### src/rtl/pwm_pkg.sv
// Shared PWM definitions: default amplitude width, range helpers and the
// capture decoder state encoding; imported by both the generator and the capture block.
package pwm_pkg;

  localparam int XLEN_DEF = 8;

  // Longest measurable period: all-ones in the XLEN+1 bit period field.
  function automatic int pmax(input int xlen);
    return (1 << (xlen + 1)) - 1;
  endfunction

  // Largest representable amplitude: all-ones in the XLEN bit ampl field.
  function automatic int amax(input int xlen);
    return (1 << xlen) - 1;
  endfunction

  typedef enum logic [1:0] {SYNC, HIGH, LOW} cap_state_e;

endpackage

### src/rtl/pwm_in_filter.sv
// Input conditioning: SYNC_STAGES-flop synchronizer, optional deglitch filter
// (PWM_CAPTURE_DEGLITCH_EN, adds DEGLITCH_LEN cycles) and rise/fall detection.
module pwm_in_filter
  import pwm_pkg::*;
#(
  parameter int SYNC_STAGES  = 2,
  parameter int DEGLITCH_LEN = 3
) (
  input  logic clk,
  input  logic rst,
  input  logic pwm_in,
  output logic s,
  output logic rise,
  output logic fall
);

  logic [SYNC_STAGES-1:0] sync_q, sync_d;
  logic                   sync_s;
  logic                   s_w;
  logic                   s_q, s_d;

  always_comb begin
    sync_d = {sync_q[SYNC_STAGES-2:0], pwm_in};
    s_d    = s_w;
  end

  assign sync_s = sync_q[SYNC_STAGES-1];

  always_ff @(posedge clk or posedge rst) begin
    if (rst) begin
      sync_q <= '0;
      s_q    <= 1'b0;
    end else begin
      sync_q <= sync_d;
      s_q    <= s_d;
    end
  end

`ifdef PWM_CAPTURE_DEGLITCH_EN
  localparam bit DG_EN = 1'b1;
`else
  localparam bit DG_EN = 1'b0;
`endif

  generate
    if (DG_EN && DEGLITCH_LEN >= 1) begin : g_deglitch
      localparam int            CW   = $clog2(DEGLITCH_LEN + 1);
      localparam logic [CW-1:0] LAST = CW'(DEGLITCH_LEN - 1);

      logic [CW-1:0] run_q, run_d;
      logic          filt_q, filt_d;

      // Flip only on the DEGLITCH_LEN-th consecutive differing sample, so
      // both edges see the same delay and pulse widths are preserved.
      always_comb begin
        run_d  = '0;
        filt_d = filt_q;
        if (sync_s != filt_q) begin
          if (run_q == LAST) begin
            filt_d = sync_s;
          end else begin
            run_d = run_q + 1'b1;
          end
        end
      end

      always_ff @(posedge clk or posedge rst) begin
        if (rst) begin
          run_q  <= '0;
          filt_q <= 1'b0;
        end else begin
          run_q  <= run_d;
          filt_q <= filt_d;
        end
      end

      assign s_w = filt_q;
    end else begin : g_raw
      assign s_w = sync_s;
    end
  endgenerate

  assign s    = s_w;
  assign rise = s_w & ~s_q;
  assign fall = ~s_w & s_q;

endmodule

### src/rtl/pwm_capture.sv
// PWM capture: measures period (rise to rise) and high time of pwm_in in clk cycles,
// published one cycle after the closing rise; PWM_CAPTURE_DEGLITCH_EN adds an input glitch filter.
module pwm_capture
  import pwm_pkg::*;
#(
  parameter int XLEN         = XLEN_DEF,
  parameter int SYNC_STAGES  = 2,
  parameter int DEGLITCH_LEN = 3
) (
  input  logic            clk,
  input  logic            rst,
  input  logic            enable,
  input  logic            pwm_in,
  output logic [XLEN-1:0] ampl,
  output logic [XLEN:0]   period,
  output logic            valid,
  output logic            stuck,
  output logic            stuck_level,
  output logic            sat
);

  localparam int            PW   = XLEN + 1;
  localparam logic [XLEN:0] PMAX = PW'(pmax(XLEN));
  localparam logic [XLEN:0] AMAX = PW'(amax(XLEN));
  localparam logic [XLEN:0] ONE  = PW'(1);

  logic s, rise, fall;

  cap_state_e      state_q, state_d;
  logic [XLEN:0]   pcnt_q, pcnt_d;
  logic [XLEN:0]   hcnt_q, hcnt_d;
  logic [XLEN-1:0] ampl_q, ampl_d;
  logic [XLEN:0]   period_q, period_d;
  logic            valid_q, valid_d;
  logic            stuck_q, stuck_d;
  logic            stuck_level_q, stuck_level_d;
  logic            sat_q, sat_d;
  logic [XLEN:0]   pcnt_inc;
  logic            timeout;

  pwm_in_filter #(
    .SYNC_STAGES  (SYNC_STAGES),
    .DEGLITCH_LEN (DEGLITCH_LEN)
  ) u_in_filter (
    .clk    (clk),
    .rst    (rst),
    .pwm_in (pwm_in),
    .s      (s),
    .rise   (rise),
    .fall   (fall)
  );

  always_comb begin
    state_d       = state_q;
    pcnt_d        = pcnt_q;
    hcnt_d        = hcnt_q;
    ampl_d        = ampl_q;
    period_d      = period_q;
    valid_d       = 1'b0;
    stuck_d       = stuck_q;
    stuck_level_d = stuck_level_q;
    sat_d         = sat_q;
    pcnt_inc      = (pcnt_q == PMAX) ? PMAX : pcnt_q + 1'b1;
    // In SYNC pcnt doubles as the cycles-since-last-edge counter.
    timeout       = (pcnt_q == PMAX) && !rise && !fall;

    if (!enable) begin
      state_d = SYNC;
      pcnt_d  = '0;
      hcnt_d  = '0;
    end else begin
      if (rise || fall) begin
        stuck_d = 1'b0;
      end
      case (state_q)
        SYNC: begin
          if (rise) begin
            pcnt_d  = ONE;
            hcnt_d  = ONE;
            state_d = HIGH;
          end else if (fall) begin
            pcnt_d = ONE;
          end else begin
            pcnt_d = pcnt_inc;
          end
        end
        HIGH: begin
          if (fall) begin
            // A high phase of PMAX leaves no room for a low phase: resync.
            if (pcnt_q == PMAX) begin
              pcnt_d  = ONE;
              state_d = SYNC;
            end else begin
              pcnt_d  = pcnt_inc;
              state_d = LOW;
            end
          end else begin
            pcnt_d = pcnt_inc;
            hcnt_d = hcnt_q + 1'b1;
          end
        end
        LOW: begin
          if (rise) begin
            period_d = pcnt_q;
            ampl_d   = (hcnt_q > AMAX) ? AMAX[XLEN-1:0] : hcnt_q[XLEN-1:0];
            sat_d    = (hcnt_q > AMAX);
            valid_d  = 1'b1;
            pcnt_d   = ONE;
            hcnt_d   = ONE;
            state_d  = HIGH;
          end else begin
            pcnt_d = pcnt_inc;
          end
        end
        default: state_d = SYNC;
      endcase
      if (timeout) begin
        stuck_d       = 1'b1;
        stuck_level_d = s;
        state_d       = SYNC;
        pcnt_d        = PMAX;
        hcnt_d        = '0;
      end
    end
  end

  always_ff @(posedge clk or posedge rst) begin
    if (rst) begin
      state_q       <= SYNC;
      pcnt_q        <= '0;
      hcnt_q        <= '0;
      ampl_q        <= '0;
      period_q      <= '0;
      valid_q       <= 1'b0;
      stuck_q       <= 1'b0;
      stuck_level_q <= 1'b0;
      sat_q         <= 1'b0;
    end else begin
      state_q       <= state_d;
      pcnt_q        <= pcnt_d;
      hcnt_q        <= hcnt_d;
      ampl_q        <= ampl_d;
      period_q      <= period_d;
      valid_q       <= valid_d;
      stuck_q       <= stuck_d;
      stuck_level_q <= stuck_level_d;
      sat_q         <= sat_d;
    end
  end

  assign ampl        = ampl_q;
  assign period      = period_q;
  assign valid       = valid_q;
  assign stuck       = stuck_q;
  assign stuck_level = stuck_level_q;
  assign sat         = sat_q;

endmodule

### config.mk
export PLATFORM = sky130hd
export DESIGN_NAME = pwm_capture
export DESIGN_NICKNAME = d
export VERILOG_FILES = /design/src/rtl/pwm_pkg.sv /design/src/rtl/pwm_in_filter.sv /design/src/rtl/pwm_capture.sv
export SDC_FILE = /design/constraint.sdc
export NUM_CORES = 1
export LEC_CHECK = 0
export CORE_UTILIZATION = 39
export CTS_CLUSTER_DIAMETER = 120
export CTS_CLUSTER_SIZE = 14
export DETAILED_ROUTE_END_ITERATION = 10
export RECOVER_POWER = 50
export SLEW_MARGIN = 15
export SYNTH_ARGS = -nofsm -noshare
export SYNTH_HDL_FRONTEND = slang
export SYNTH_SLANG_ARGS = --single-unit
### constraint.sdc
create_clock -name clk -period 2.65 [get_ports clk]
set_input_delay 0.53 -clock clk [delete_from_list [all_inputs] [get_ports clk]]
set_output_delay 0.53 -clock clk [all_outputs]
set_load 0.02 [all_outputs]
Yosys cells after proc, flatten, opt, wreduce, memory -nomap -nowiden --
Cells that the tools add are included.
Cells by class: equality and inequality tests 8, $lt $le $gt $ge 1, bitwise operators 4, add/subtract/negate cells 2, muxes and demuxes 26, reduce and logical (&&, ||, !) cells 13
Operator list (number):
- $mux 9 | 12
- $pmux 9 s3 | 1
- $add 9x1->9 const B | 2
- $pmux 9 s2 | 1
- $mux 2 | 5
- $eq 9x9->1 const B | 1
- $gt 9x8->1 const B | 1
- $mux 8 | 1
- $ne 4x2->1 const B | 2
- $ne 4x4->1 const B | 2
- $reduce_and 2->1 | 3
- $reduce_and 3->1 | 2
- $mux 1 | 5
- $ne 5x1->1 const B | 1
- $pmux 2 s2 | 1
- $and 1x1->1 | 2
- $eq 2x1->1 const B | 1
- $eq 2x2->1 const B | 1
- $logic_and 1x1->1 | 2
- $logic_not 1->1 | 2
- $logic_not 2->1 | 1
- $not 1->1 | 2
- $reduce_bool 2->1 | 1
- $reduce_or 2->1 | 1
- $logic_or 1x1->1 | 1
Storage, ports and cells: output and inout bits 21, register bits after elaboration 44

Longest topological paths before layout --
Gate-level depths: netlist of run 1.
depth in word-level cells 7, gate-level depth with buffers 11, mapped depth without buffers 9

Modules after synthesis --
From an unflattened synthesis of run 1, not the netlist that was laid out.
Second synthesis, totals: cell total of the unflattened synthesis 252, area, all modules 2289.7 sq um
By module, submodules not included:
- pwm_capture | cells an instance 246, area each 2195.9 sq um, times used 1
- pwm_in_filter | cells an instance 6, area each 93.8 sq um, times used 1

Worst setup path after synthesis of run 1 --
No wires, ideal clock.
kind reg-to-reg, start point register pcnt_q[0], end point register hcnt_q[5], stages on the path, launching flop included 11, path buffers 1, period minus slack after synthesis 2.318 ns, required time 2.529 ns, setup slack 0.332 ns, data arrival time 2.197 ns, path through dfrtp_1 -> ha_1 -> nand2_1 -> or3_1 -> inv_1 -> ha_1 -> buf_6 -> or2b_1 -> a21oi_2 -> o22ai_1 -> a22o_1
Between the ends: longest elaborated chain between the ends 5
RTL lines:
- start: declaration | RTL line pwm_capture.sv:30 | logic [XLEN:0] pcnt_q, pcnt_d;
- start signal: assignment | RTL line pwm_capture.sv:140 | pcnt_q <= pcnt_d;
- $eq 9x9->1 * | RTL line pwm_capture.sv:65 | timeout = (pcnt_q == PMAX) && !rise && !fall;
- $logic_and 1x1->1 * (2 in a row) | RTL line pwm_capture.sv:65
- $ne 4x4->1 (no line) (tied with other cells)
- $reduce_and 3->1 (no line) / $mux 9 (equally long branches)
- end signal: assignment | RTL line pwm_capture.sv:141 | hcnt_q <= hcnt_d;
- end: declaration | RTL line pwm_capture.sv:31 | logic [XLEN:0] hcnt_q, hcnt_d;
Mark *: on every way between the ends. The rest lies on a longest branch, timed or not. A chain may end at the register's enable or synchronous reset.

Worst setup path after layout of run 1 --
start point register pcnt_q[1], end point register hcnt_q[2]
Same word-level chain as after synthesis.

==> impl.org, run 1 <==
** Synth
- Instance count of the mapped netlist :: around 260
- Counting every net in the synthesized netlist gives ~270.
- The synthesized netlist occupies a cell area of 0.00235 sq mm.
- Yosys reg bits :: between 40 and 50
- Mapped Avg Cell Area :: roughly 9.1 sq um
- Total number of yosys warnings :: 0
- Sequential share of the synthesized area :: 46.8%
- Post-synth cell types :: 44

** Detailed routing
- In the routed layout, each cell is associated on average with a via count of around 5.4.
- DR pass1 iterations :: 4
- Across all layers, the routed design uses about 1900 vias.
- DR WL/cell :: ~14 um
- Violation count after the first detailed-routing iteration :: 140
- Once detail routing completed, the nets flagged for antenna violations numbered 0.
- After detailed routing, the total wire length is 5060 um.
- In the routed design, unresolved DRC markers number 0.

** Placed design
- Port bufs :: 24
- The congestion estimate from routability-driven global placement came to 0.862.
- Number of placed instances, taps included :: ~350
- Worst slack at placement :: -0.0373 ns
- Total cell area at the placement stage :: 0.00268 sq mm
- After legalization and detailed placement, the total HPWL measured ~3700 um.

** Layout
- Leaving out filler cells and counting taps, the final layout contains around 360.
- At the end of the flow, the number of nets in the layout was slightly above 300.
- # fillers :: 561
- Once layout is complete, the utilization of the core stands at 49.2%.
- Share of final-layout standard cells stronger than drive strength 1 :: roughly 8.3%
- Area growth from synthesis to layout :: 18.7%
- ANT cells :: 0
- Post-route cell area :: 0.00279 sq mm

** Run
- Max-Cap Viols :: 0

** Global routing
- Antenna violations before repair :: 0
- Wire length of the first global-routing pass :: between 8000 and 9000 um
- For this run, the total global-route usage over all layers was measured as ~18%.
- The number of global-route vias before repair was between 1500 and 2000.
- Largest net degree at the start of global routing :: 26
- For this run the aggregate overflow at the end of global routing stands at 0.

** Min path
- The tightest min-delay check is of the reg2reg type.

** Setup path
- Among all stages on the critical path, the largest delay is contributed by sky130_fd_sc_hd__dfrtp_1.
- The critical path in this run is classified as reg2reg.
- Largest fanout on the critical path :: 9
- Together, buffers and inverters on the worst path number 1.
- Sort of element at the start of the critical path :: flip-flop
- The largest single stage delay on the critical path is approximately 0.40 ns.
- Required time at the endpoint of the critical path :: 2.85 ns
- In this run the register-to-register setup slack is approximately 0.19 ns.
- Arrival time reported for the critical path endpoint :: between 2 and 3 ns
- The critical path goes through ha_1 > nand2_1 > or3_1 > inv_1 > ha_2 > or2b_1 > a21oi_4 > o22ai_1 > a22o_1.
- Worst Setup End Kind :: flip-flop
- Top Family by Delay on Critical Path :: simple AND/OR/NAND/NOR gates

** Clocking
- Hold-fix buffers, CTS :: 0
- For the worst-skew pair, the clock arrives at the later sink with an insertion delay of 0.30 ns.
- TritonCTS clock tree :: built
- Num CTS Buffers :: 5
- The number of setup buffers added after CTS is 0.
- Clock tree synthesis selected as its root buffer the cell sky130_fd_sc_hd__clkbuf_8.
- The H-tree generated during clock tree synthesis spans 2 levels.
- Clock sinks :: 44
- Clock-pin slew was measured on the worst setup and hold paths at roughly 0.08 ns.
- The clock passes through at most 2 buffers.

** Power
- Dividing total power by cell area gives a power density of 497 mW/mm^2.
- IR analysis of the VDD net gives a maximum drop of 295 uV.
- Total Power Consumption :: 1.39 mW
- Summed over all cells, the static leakage comes to around 1.3 nW.

** Floorplanning
- X dimension of the die :: between 70 and 80 um
- Starting density of the core :: between 40% and 50%
- During I/O placement, the number of pins put on the boundary was 25.
- Core area :: roughly 0.0057 sq mm
- Row count :: 27
- The floorplan step defined a die boundary enclosing roughly 0.0063 sq mm.
- The die is ~80 um tall.

** Timing
- Final clock period utilization by the worst path :: a little over 90%
- In this run the tightest slew margin relative to its limit is 40.9%.
- Final setup margin :: approximately 0.19 ns
- Number of max-slew violations in the final report :: 0
- For this run, the top clock speed supported by timing is approximately 400 MHz.
- Slew @ Worst Pin :: 0.881 ns
- Final-report setup violation count :: 0
- Post-route clock skew :: between 0.006 and 0.007 ns
- Endpoints failing hold :: 0
- Worst hold margin :: between 0.3 and 0.4 ns
- Setup TNS :: 0 ns
- Setup repair after global routing left no endpoint under its margin.
- Final min period :: approximately 2.5 ns

** Status
- Status :: completed
## cell type report
class / instances / area (sq um) / area share (%)
inverter: 14 / 52.6 / 1.88
clock buffer: 6 / 72.6 / 2.60
clock inverter: 2 / 35.0 / 1.25
multi-input combinational: 190 / 1150 / 41.2
tap: 72 / 90.1 / 3.22
sequential: 44 / 1100 / 39.4
timing repair buffer: 33 / 293 / 10.5
## report_power, final
group,internal (mW),switching (mW)
logic,0.0672,0.107
clock network,0.280,0.229
registers,0.690,0.0165
## path summary, 6_finish.rpt
check | from | end | cells after the start
min in group asynchronous | rst | valid | 2
worst min-delay path | u_in_filter.sync_q[0] | u_in_filter.sync_q[1] | 0
max in group asynchronous | rst | hcnt_q[7] | 3
worst max register to register | pcnt_q[1] | hcnt_q[2] | 9
worst max-delay path | pcnt_q[1] | hcnt_q[2] | 9
worst min register to register | u_in_filter.sync_q[0] | u_in_filter.sync_q[1] | 0
## timing repair
item,in CTS,in global routing
resized for setup,1,3
endpoints found under the setup margin,6,14
pin swaps,0,0
## synth_stat cells, drive strengths merged
cell type | count | area share [%]
a211oi | 5 | 1.6
a21bo | 1 | 0.43
a21o | 2 | 0.74
a21oi | 12 | 3.2
a221oi | 1 | 0.37
a22o | 6 | 2.2
a22oi | 1 | 0.32
a311oi | 1 | 0.37
a31oi | 2 | 0.53
and2 | 2 | 0.53
and3 | 5 | 1.3
and4 | 1 | 0.37
buf | 5 | 1.9
clkbuf | 6 | 0.96
dfrtp | 44 | 47
ha | 11 | 5.8
inv | 14 | 2.2
mux2i | 1 | 0.43
nand2 | 56 | 8.9
nand2b | 3 | 0.80
nand3 | 16 | 3.4
nand4 | 1 | 0.27
nor2 | 10 | 1.6
nor2b | 8 | 2.1
nor3 | 7 | 1.5
nor3b | 3 | 1.4
o2111ai | 1 | 0.37
o211ai | 1 | 0.32
o21a | 1 | 0.32
o21ai | 12 | 2.6
o221ai | 2 | 0.74
o22ai | 6 | 1.6
o31ai | 3 | 0.96
or2 | 2 | 0.53
or2b | 2 | 0.64
or3 | 2 | 0.53
or3b | 2 | 0.74
or4 | 1 | 0.48
## state kept, by name, summed over array words and instances (netlist names), 2 cells and up
| name | cells |
|---|---|
| hcnt_q | 9 |
| ampl | 8 |
| period | 9 |
| state_q | 2 |
| u_in_filter.sync_q | 2 |
| pcnt_q | 9 |
## logic make-up (layout without fill, tap and decap cells)
group                      Yosys count  count (layout)  share of synthesized area (%)
muxes                                1               1                          0.425
DFF                                 44              44                           46.8
adders and majority gates           11              11                           5.85
buffers and inverters               25              55                           5.10
AOI/OAI and AO/OA                   57              57                           16.6
and+or+nand+nor                    121             121                           25.2
## layer usage
| layer | GRT usage [%] | share of wire (%) | vias to the layer above |
|---|---|---|---|
| li1 | - | - | 960 |
| met1 | 24.5 | 49 | 927 |
| met2 | 27.9 | 46 | 40 |
| met3 | 3.54 | 3.8 | 7 |
| met4 | 7.09 | 1.3 | 0 |
| met5 | 0 | 0 | - |
## cell usage in the layout, fill, tap and decap left out, types with 2 or more instances in the layout
cell type / instances
sky130_fd_sc_hd__nand2b_1: 3
sky130_fd_sc_hd__a31oi_1: 2
sky130_fd_sc_hd__o21ai_0: 11
sky130_fd_sc_hd__or2b_1: 2
sky130_fd_sc_hd__dlygate4sd3_1: 6
sky130_fd_sc_hd__dfrtp_1: 44
sky130_fd_sc_hd__nor3b_1: 2
sky130_fd_sc_hd__clkbuf_8: 5
sky130_fd_sc_hd__nor3_1: 7
sky130_fd_sc_hd__ha_1: 10
sky130_fd_sc_hd__and3_1: 5
sky130_fd_sc_hd__or3_1: 2
sky130_fd_sc_hd__a211oi_1: 5
sky130_fd_sc_hd__a22o_1: 6
sky130_fd_sc_hd__nand2_1: 55
sky130_fd_sc_hd__or2_2: 2
sky130_fd_sc_hd__a21o_2: 2
sky130_fd_sc_hd__or3b_1: 2
sky130_fd_sc_hd__nand3_1: 16
sky130_fd_sc_hd__nor2b_1: 8
sky130_fd_sc_hd__clkdlybuf4s50_1: 18
sky130_fd_sc_hd__o31ai_1: 2
sky130_fd_sc_hd__inv_1: 13
sky130_fd_sc_hd__a21oi_4: 2
sky130_fd_sc_hd__buf_4: 5
sky130_fd_sc_hd__clkbuf_1: 5
sky130_fd_sc_hd__o22ai_1: 6
sky130_fd_sc_hd__a21oi_1: 10
sky130_fd_sc_hd__and2_1: 2
sky130_fd_sc_hd__nor2_1: 10
sky130_fd_sc_hd__o221ai_1: 2
(Power assumes the default switching activity.)
==> run 2, diff against run 1 <==
--- a/config.mk
+++ b/config.mk
@@ -5,11 +5,14 @@
 export SDC_FILE = /design/constraint.sdc
 export NUM_CORES = 1
 export LEC_CHECK = 0
+export CORE_MARGIN = 10
 export CORE_UTILIZATION = 39
 export CTS_CLUSTER_DIAMETER = 120
 export CTS_CLUSTER_SIZE = 14
 export DETAILED_ROUTE_END_ITERATION = 10
+export PLACE_DENSITY = 0.64
 export RECOVER_POWER = 50
+export SKIP_CTS_REPAIR_TIMING = 1
 export SLEW_MARGIN = 15
 export SYNTH_ARGS = -nofsm -noshare
 export SYNTH_HDL_FRONTEND = slang
==> run 2 against run 1 <==
  * Global-route usage is 7.0 points lower
  * Sequential cell count stayed put
  * Core utilization is 1.7 points lower
  * Clock power is 3% higher
  * Sequential power barely moved
  * Final cell count unchanged
  * Die area grew 50%
  * Largest cell class unchanged
  * Highest routed layer unchanged
==> impl.org, run 2 (synthesis gave the netlist of run 1 again) <==
** Timing
- Setup TNS :: 0 ns (unchanged)
- The worst setup slack after layout is 0.170 ns (-0.0195 ns).
- The worst clock skew was 0.00725 ns (+0.000512 ns).
- The transition at the pin with the smallest max-transition slack came to 1.18 ns (+0.300 ns).
- Final min period :: 2.48 ns (+0.0195 ns)
- Tightest slew margin relative to the limit :: 21.3% (-20 points)
- The number of max-slew violations in the final report is 0 (unchanged).
- Final-report setup violation count :: 0 (unchanged)
- The final hold violation count came to 0 (unchanged).
- The final-layout worst hold slack is 0.354 ns (+0.000385 ns).
- Final clock period utilization by the worst path :: 93.6% (+0.74 points)
- The upper clock frequency limit was 403 MHz (-0.79%).

** Layout
- The growth of design area from synthesis to finish is 18.8% (about the same).
- ANT cells :: 0 (unchanged)
- Share of the core filled with cells :: 47.5% (-1.7 points)
- The layout filler cell count is 566 (+0.89%).
- The fraction of final layout cells with drive strength greater than 1 came to 8.74% (+0.44 points).
- Top library cells by usage in the layout, fill and taps aside :: 56 x sky130_fd_sc_hd__nand2_1, 44 x sky130_fd_sc_hd__dfrtp_1, 16 x sky130_fd_sc_hd__nand3_1, 16 x sky130_fd_sc_hd__clkdlybuf4s50_1, 13 x sky130_fd_sc_hd__inv_1
- Area of the multi-input gates :: 0.00115 sq mm (+0.22%)
- The number of nets in the finished design came to 300 (-0.99%).
- The sequential cell area was 0.00110 sq mm (unchanged).
- Most common cell after layout, fill and taps aside :: sky130_fd_sc_hd__nand2_1

** Placed design
- Port bufs :: 24 (unchanged)
- The final weighted congestion of routability-driven global placement was 0.823 (-4.6%).
- Worst slack at placement :: -0.0256 ns (+0.0117 ns)
- The detailed placement HPWL came to 3860 um (+4.6%).

** Detailed routing
- Final routed DRC violation total :: 0 (unchanged)
- Violation count after the first detailed-routing iteration :: 92 (-34%)
- The post-detailed-route count of antenna-violating nets is 0 (unchanged).
- The detailed-route vias per instance is 5.36 (about the same).
- DR WL/cell :: 14.5 um (+3.7%)
- The total via count in the routed design is 1935 (+0.052%).
- The count of TritonRoute iterations in the first routing pass came to 4 (unchanged).
- The wire length reported by the detailed router was 5250 um (+3.7%).

** Clocking
- Max clock buf depth :: 2 (unchanged)
- Clock latency on the worst-skew pair :: 0.30 ns (about the same)
- The number of buffers created by CTS was 5 (unchanged).
- The TritonCTS sink count is 44 (unchanged).
- TritonCTS built the clock tree.
- The maximum level of the CTS H-tree came to 2 (unchanged).
- The clock slew seen by the registers of the worst setup and hold paths came to 0.09 ns (about the same).
- The tree is rooted in a sky130_fd_sc_hd__clkbuf_8.

** Floorplanning
- X dimension of the die :: 97.7 um (+23%)
- The total number of placement rows is 28 (+3.7%).
- The floorplan die height was 97.7 um (+23%).
- The number of I/O pins was 25 (unchanged).
- The effective utilization at floorplan came to 40.0% (-1.5 points).
- Total die area :: 0.00954 sq mm (+50%)
- Core area :: 0.00589 sq mm (+3.7%)

** Min path
- Worst min-delay path class :: reg2reg

** Global routing
- Remaining global-route overflow :: 0 (unchanged)
- The largest net degree at the start of global routing is 24 (-7.7%).
- Antenna violations before repair :: 0 (unchanged)
- The global-route wire length before repair was 8930 um (+2.0%).
- The overall track demand over capacity in global routing was 10.9% (-7.0 points).
- The number of global-route vias before repair came to 1839 (-0.16%).

** Setup path
- On the critical path, the stage with the largest delay is an instance of sky130_fd_sc_hd__dfrtp_1.
- STA classifies the critical path endpoint as a flip-flop.
- The signal on the critical path passes through ha_1 > nand2_1 > or3_1 > inv_1 > ha_2 > or2b_1 > a21oi_4 > o22ai_1 > a22o_1.
- Crit path buf inv count :: 1 (unchanged)
- The maximum single-stage delay on the critical path was 0.39 ns (about the same).
- The critical path is of the reg2reg type.
- The maximum fanout along the worst path was 9 (unchanged).
- Top Family by Delay on Critical Path :: simple AND/OR/NAND/NOR gates
- The worst setup path is launched from a flip-flop.
- Required time at the endpoint of the critical path :: 2.84 ns (about the same)
- The data arrival time of the critical path came to 2.67 ns (about the same).

** Power
- Max IR drop VDD :: 325 uV (+10%)
- The power density over cell area is 502 mW/mm^2 (+0.92%).
- Leakage dissipation :: 1.32 nW (+0.26%)
- Total Power Consumption :: 1.40 mW (+1.0%)

** Run
- The number of max-cap violations came to 0 (unchanged).

** Status
- The run finished with clean final reports.
-- run 2: cell types whose count changed in the layout (fill, tap and decap cells not counted) --
cell	change
sky130_fd_sc_hd__clkbuf_1	-4
sky130_fd_sc_hd__clkdlybuf4s50_1	-2
sky130_fd_sc_hd__dlygate4sd3_1	+2
sky130_fd_sc_hd__clkinv_2	-1
sky130_fd_sc_hd__clkinvlp_4	+1
sky130_fd_sc_hd__inv_6	+1
sky130_fd_sc_hd__nand2_1	+1
sky130_fd_sc_hd__nand2_2	-1
sky130_fd_sc_hd__o31ai_1	-1
sky130_fd_sc_hd__o31ai_2	+1
-- run 2: layer usage --
layer	part of all wire (%)	routed length, um	GRT usage [%]	vias up
met5	0	0	0	-
met4	0.97	51	3.36	0
met3	5.6	294	3.34	7
met2	46	2430	16.1	49
met1	47	2470	14.8	929
li1	-	-	-	950
-- run 2: cell type report --
| class | count | share of cell area (%) |
|---|---|---|
| repair buffers | 30 | 10.1 |
| inverters | 14 | 1.88 |
| flip-flops and latches | 44 | 39.4 |
| multi-input cells | 190 | 41.2 |
| clock inverters | 3 | 1.66 |
| clock buffers | 5 | 2.46 |
| well taps | 75 | 3.36 |
-- run 2: per-stage QoR --
step           area (sq um)  std cells
3_3_place_gp           2680        353
6_report               2800        361
5_1_grt                2800        361
3_5_place_dp           2680        353
4_1_cts                2790        361
2_1_floorplan          2350        259
-- run 2: worst paths after layout --
| check | start | endpoint | slack (ns) | cells after the start |
|---|---|---|---|---|
| worst min-delay path | u_in_filter.sync_q[0] | u_in_filter.sync_q[1] | 0.35 | 0 |
| worst min register to register | u_in_filter.sync_q[0] | u_in_filter.sync_q[1] | 0.35 | 0 |
| worst max register to register | pcnt_q[1] | hcnt_q[4] | 0.17 | 9 |
| worst max-delay path | pcnt_q[1] | hcnt_q[4] | 0.17 | 9 |
| max in group asynchronous | rst | state_q[1] | 0.44 | 3 |
| min in group asynchronous | rst | ampl[7] | 0.72 | 2 |
-- run 2: power by group --
group / switching (mW) / leakage, nW / total, mW / internal (mW)
combinational: 0.107 / 0.658 / 0.174 / 0.0666
sequential: 0.0158 / 0.603 / 0.705 / 0.690
clock: 0.240 / 0.0548 / 0.524 / 0.284
total: 0.363 / 1.32 / 1.40 / 1.04
==> run 3, diff against run 2 <==
--- a/config.mk
+++ b/config.mk
@@ -7,6 +7,7 @@
 export LEC_CHECK = 0
 export CORE_MARGIN = 10
 export CORE_UTILIZATION = 39
+export CTS_BUF_LIST = sky130_fd_sc_hd__clkbuf_4
 export CTS_CLUSTER_DIAMETER = 120
 export CTS_CLUSTER_SIZE = 14
 export DETAILED_ROUTE_END_ITERATION = 10
==> run 3 against run 2 <==
  * Maximum frequency shrank 0.66%
  * Highest routed layer unchanged
  * Critical path type unchanged
  * Critical endpoint unchanged
  * Die area did not move
  * Hold slack improved by 0.011 ns
  * Register-to-register slack got worse by 0.02 ns
==> impl.org, run 3 (synthesis gave the netlist of run 1 again) <==
** Layout
- The library cell used most frequently in the layout, excluding fill and tap cells, is sky130_fd_sc_hd__nand2_1.
- The end-of-flow core utilization was 47.0% (-0.53 points).
- Area growth from synthesis to layout :: 17.5%
- ANT cells :: 0 (unchanged)
- Total number of nets in the final design :: 300 (unchanged)
- Top library cells by usage in the layout, fill and taps aside :: 56 x sky130_fd_sc_hd__nand2_1, 44 x sky130_fd_sc_hd__dfrtp_1, 17 x sky130_fd_sc_hd__clkdlybuf4s50_1
- The fraction of final layout cells with drive strength greater than 1 is 8.74% (unchanged).
- The layout filler cell count is 570 (+0.71%).

** Floorplanning
- The floorplan die area is 0.00954 sq mm (unchanged).
- The floorplan die height came to 97.7 um (unchanged).
- The effective utilization at floorplan came to 40.0% (unchanged).
- Row count :: 28 (unchanged)
- The placeable core area came to 0.00589 sq mm (unchanged).
- The die extent in x was 97.7 um (unchanged).
- The number of I/O pins came to 25 (unchanged).

** Detailed routing
- DR WL/cell :: 14.5 um (-0.29%)
- In this run the top signal layer used is met4.
- Remaining antenna violation count after routing :: 0 (unchanged)
- Violation count after the first detailed-routing iteration :: 100 (+8.7%)
- The met1 wire length was 2450 um (-0.93%).
- Vias :: 1932 (-0.16%)
- Vias/cell :: 5.35 (-0.16%)
- The met3 wire length is 302 um (+2.7%).
- The detailed route wirelength on metal2 came to 2420 um (-0.12%).
- The wire length reported by the detailed router came to 5230 um (-0.29%).
- The number of remaining DRC errors came to 0 (unchanged).
- The count of TritonRoute iterations in the first routing pass is 4 (unchanged).

** Clocking
- The number of buffers created by CTS came to 5 (unchanged).
- Max clock buf depth :: 2 (unchanged)
- The clock slew seen by the registers of the worst setup and hold paths came to 0.14 ns (+0.05 ns).
- The TritonCTS sink count was 44 (unchanged).
- Clock root buffer :: sky130_fd_sc_hd__clkbuf_4
- The insertion delay to the later sink of the worst-skew pair is 0.36 ns (+0.06 ns).
- The maximum level of the CTS H-tree came to 2 (unchanged).
- TritonCTS clock tree :: built

** Setup path
- The signal on the critical path passes through ha_1 > nand2_1 > or3_1 > inv_1 > ha_2 > or2b_1 > a21oi_4 > o22ai_1 > a22o_1.
- Arrival time reported for the critical path endpoint :: 2.76 ns (+0.09 ns)
- Worst Setup End Kind :: flip-flop
- The worst setup path is of the reg2reg kind.
- Required time at the endpoint of the critical path :: 2.91 ns (+0.07 ns)
- Largest fanout on the critical path :: 9 (unchanged)
- The largest individual stage delay along the critical path comes from the cell sky130_fd_sc_hd__dfrtp_1.
- Sort of element at the start of the critical path :: flip-flop
- The maximum single-stage delay on the critical path is 0.41 ns (+0.02 ns).

** Min path
- Worst min-delay path class :: reg2reg

** Run
- Max-Cap Viols :: 0 (unchanged)

** Power
- Max IR drop VDD :: 299 uV (-8.1%)
- The leakage power was 1.30 nW (-1.0%).
- The power density over cell area is 475 mW/mm^2 (-5.2%).

** Global routing
- All-Layer GR Usage :: 10.9% (-0.059 points)
- Remaining global-route overflow :: 0 (unchanged)
- The largest net degree at the start of global routing was 24 (unchanged).
- Wire length of the first global-routing pass :: 8890 um (-0.46%)
- Antenna violations before repair :: 0 (unchanged)
- The number of global-route vias before repair is 1825 (-0.76%).

** Placed design
- Port bufs :: 24 (unchanged)
- The detailed placement HPWL is 3860 um (unchanged).
- The pre-CTS worst setup slack is -0.0256 ns (unchanged).
- The final weighted congestion of routability-driven global placement was 0.823 (unchanged).

** Timing
- Final clock period utilization by the worst path :: 94.2% (+0.62 points)
- The number of max-slew violations in the final report is 0 (unchanged).
- The transition at the pin with the smallest max-transition slack was 1.19 ns (+0.0111 ns).
- Final setup margin :: 0.153 ns (-0.0164 ns)
- Upper clock frequency limit :: 401 MHz (-0.66%)
- Tightest slew margin relative to the limit :: 20.5% (-0.74 points)
- Setup repair after global routing left no endpoint under its margin.
- Post-route clock skew :: 0.00950 ns (+0.00225 ns)
- Setup TNS :: 0 ns (unchanged)
- Endpoints failing hold :: 0 (unchanged)
- The setup-violating endpoint count in the final report was 0 (unchanged).
- Final min period :: 2.50 ns (+0.0164 ns)

** Status
- The flow ran to the end, and the final reports show no timing, DRC or antenna violations.
## run 3: cell types whose count changed in the layout (fill, tap and decap cells not counted), sizes merged
cell           previous run  this run
clkdlybuf4s50            16        17
dlygate4sd3               8         7
## run 3: final cells by class
| type | instances | area (sq um) | share of cell area [%] |
|---|---|---|---|
| tap | 75 | 93.8 | 3.39 |
| inverter | 14 | 52.6 | 1.90 |
| clock inverter | 3 | 46.3 | 1.67 |
| multi-input combinational | 190 | 1150 | 41.7 |
| sequential | 44 | 1100 | 39.8 |
| clock buffer | 5 | 37.5 | 1.36 |
| timing repair buffer | 30 | 282 | 10.2 |
## run 3: critical path, delay by kind of cell (launching register included)
kind / cells / cell delay [ns]
compound gates: 3 / 0.61
fa+ha+maj: 2 / 0.47
buf+inv: 1 / 0.08
flops: 1 / 0.41
simple gates: 3 / 0.83
## run 3: path summary, 6_finish.rpt
kind / depth (start not counted) / slack, ns / start / to
setup / recovery: 9 / 0.15 / pcnt_q[1] / hcnt_q[4]
hold / removal: 0 / 0.37 / u_in_filter.sync_q[0] / u_in_filter.sync_q[1]
setup reg to reg: 9 / 0.15 / pcnt_q[1] / hcnt_q[4]
hold reg to reg: 0 / 0.37 / u_in_filter.sync_q[0] / u_in_filter.sync_q[1]
max in group asynchronous: 3 / 0.50 / rst / state_q[1]
min in group asynchronous: 2 / 0.65 / rst / ampl[7]
## run 3: through the flow
| stage | power (mW) | cells | hold WS, ns | cell area, sq um |
|---|---|---|---|---|
| after global routing | 1.38 | 361 | 0.373 | 2770 |
| final | 1.31 | 361 | 0.366 | 2770 |
| after floorplan | 0.837 | 259 | 0.331 | 2350 |
| after CTS | 1.33 | 361 | 0.369 | 2760 |
| after detailed placement | 0.895 | 353 | 0.338 | 2680 |
| after global placement | 0.894 | 353 | 0.337 | 2680 |
## run 3: routing by layer
metal,vias up,global-route usage [%]
met5,-,0
met3,7,3.34
met1,923,14.7
li1,954,-
met4,0,3.36
met2,48,16.1
## run 3: power breakdown
part / switching [mW] / internal (mW) / total [mW]
Clock: 0.233 / 0.202 / 0.435
Sequential: 0.0158 / 0.690 / 0.706
Combinational: 0.107 / 0.0669 / 0.174
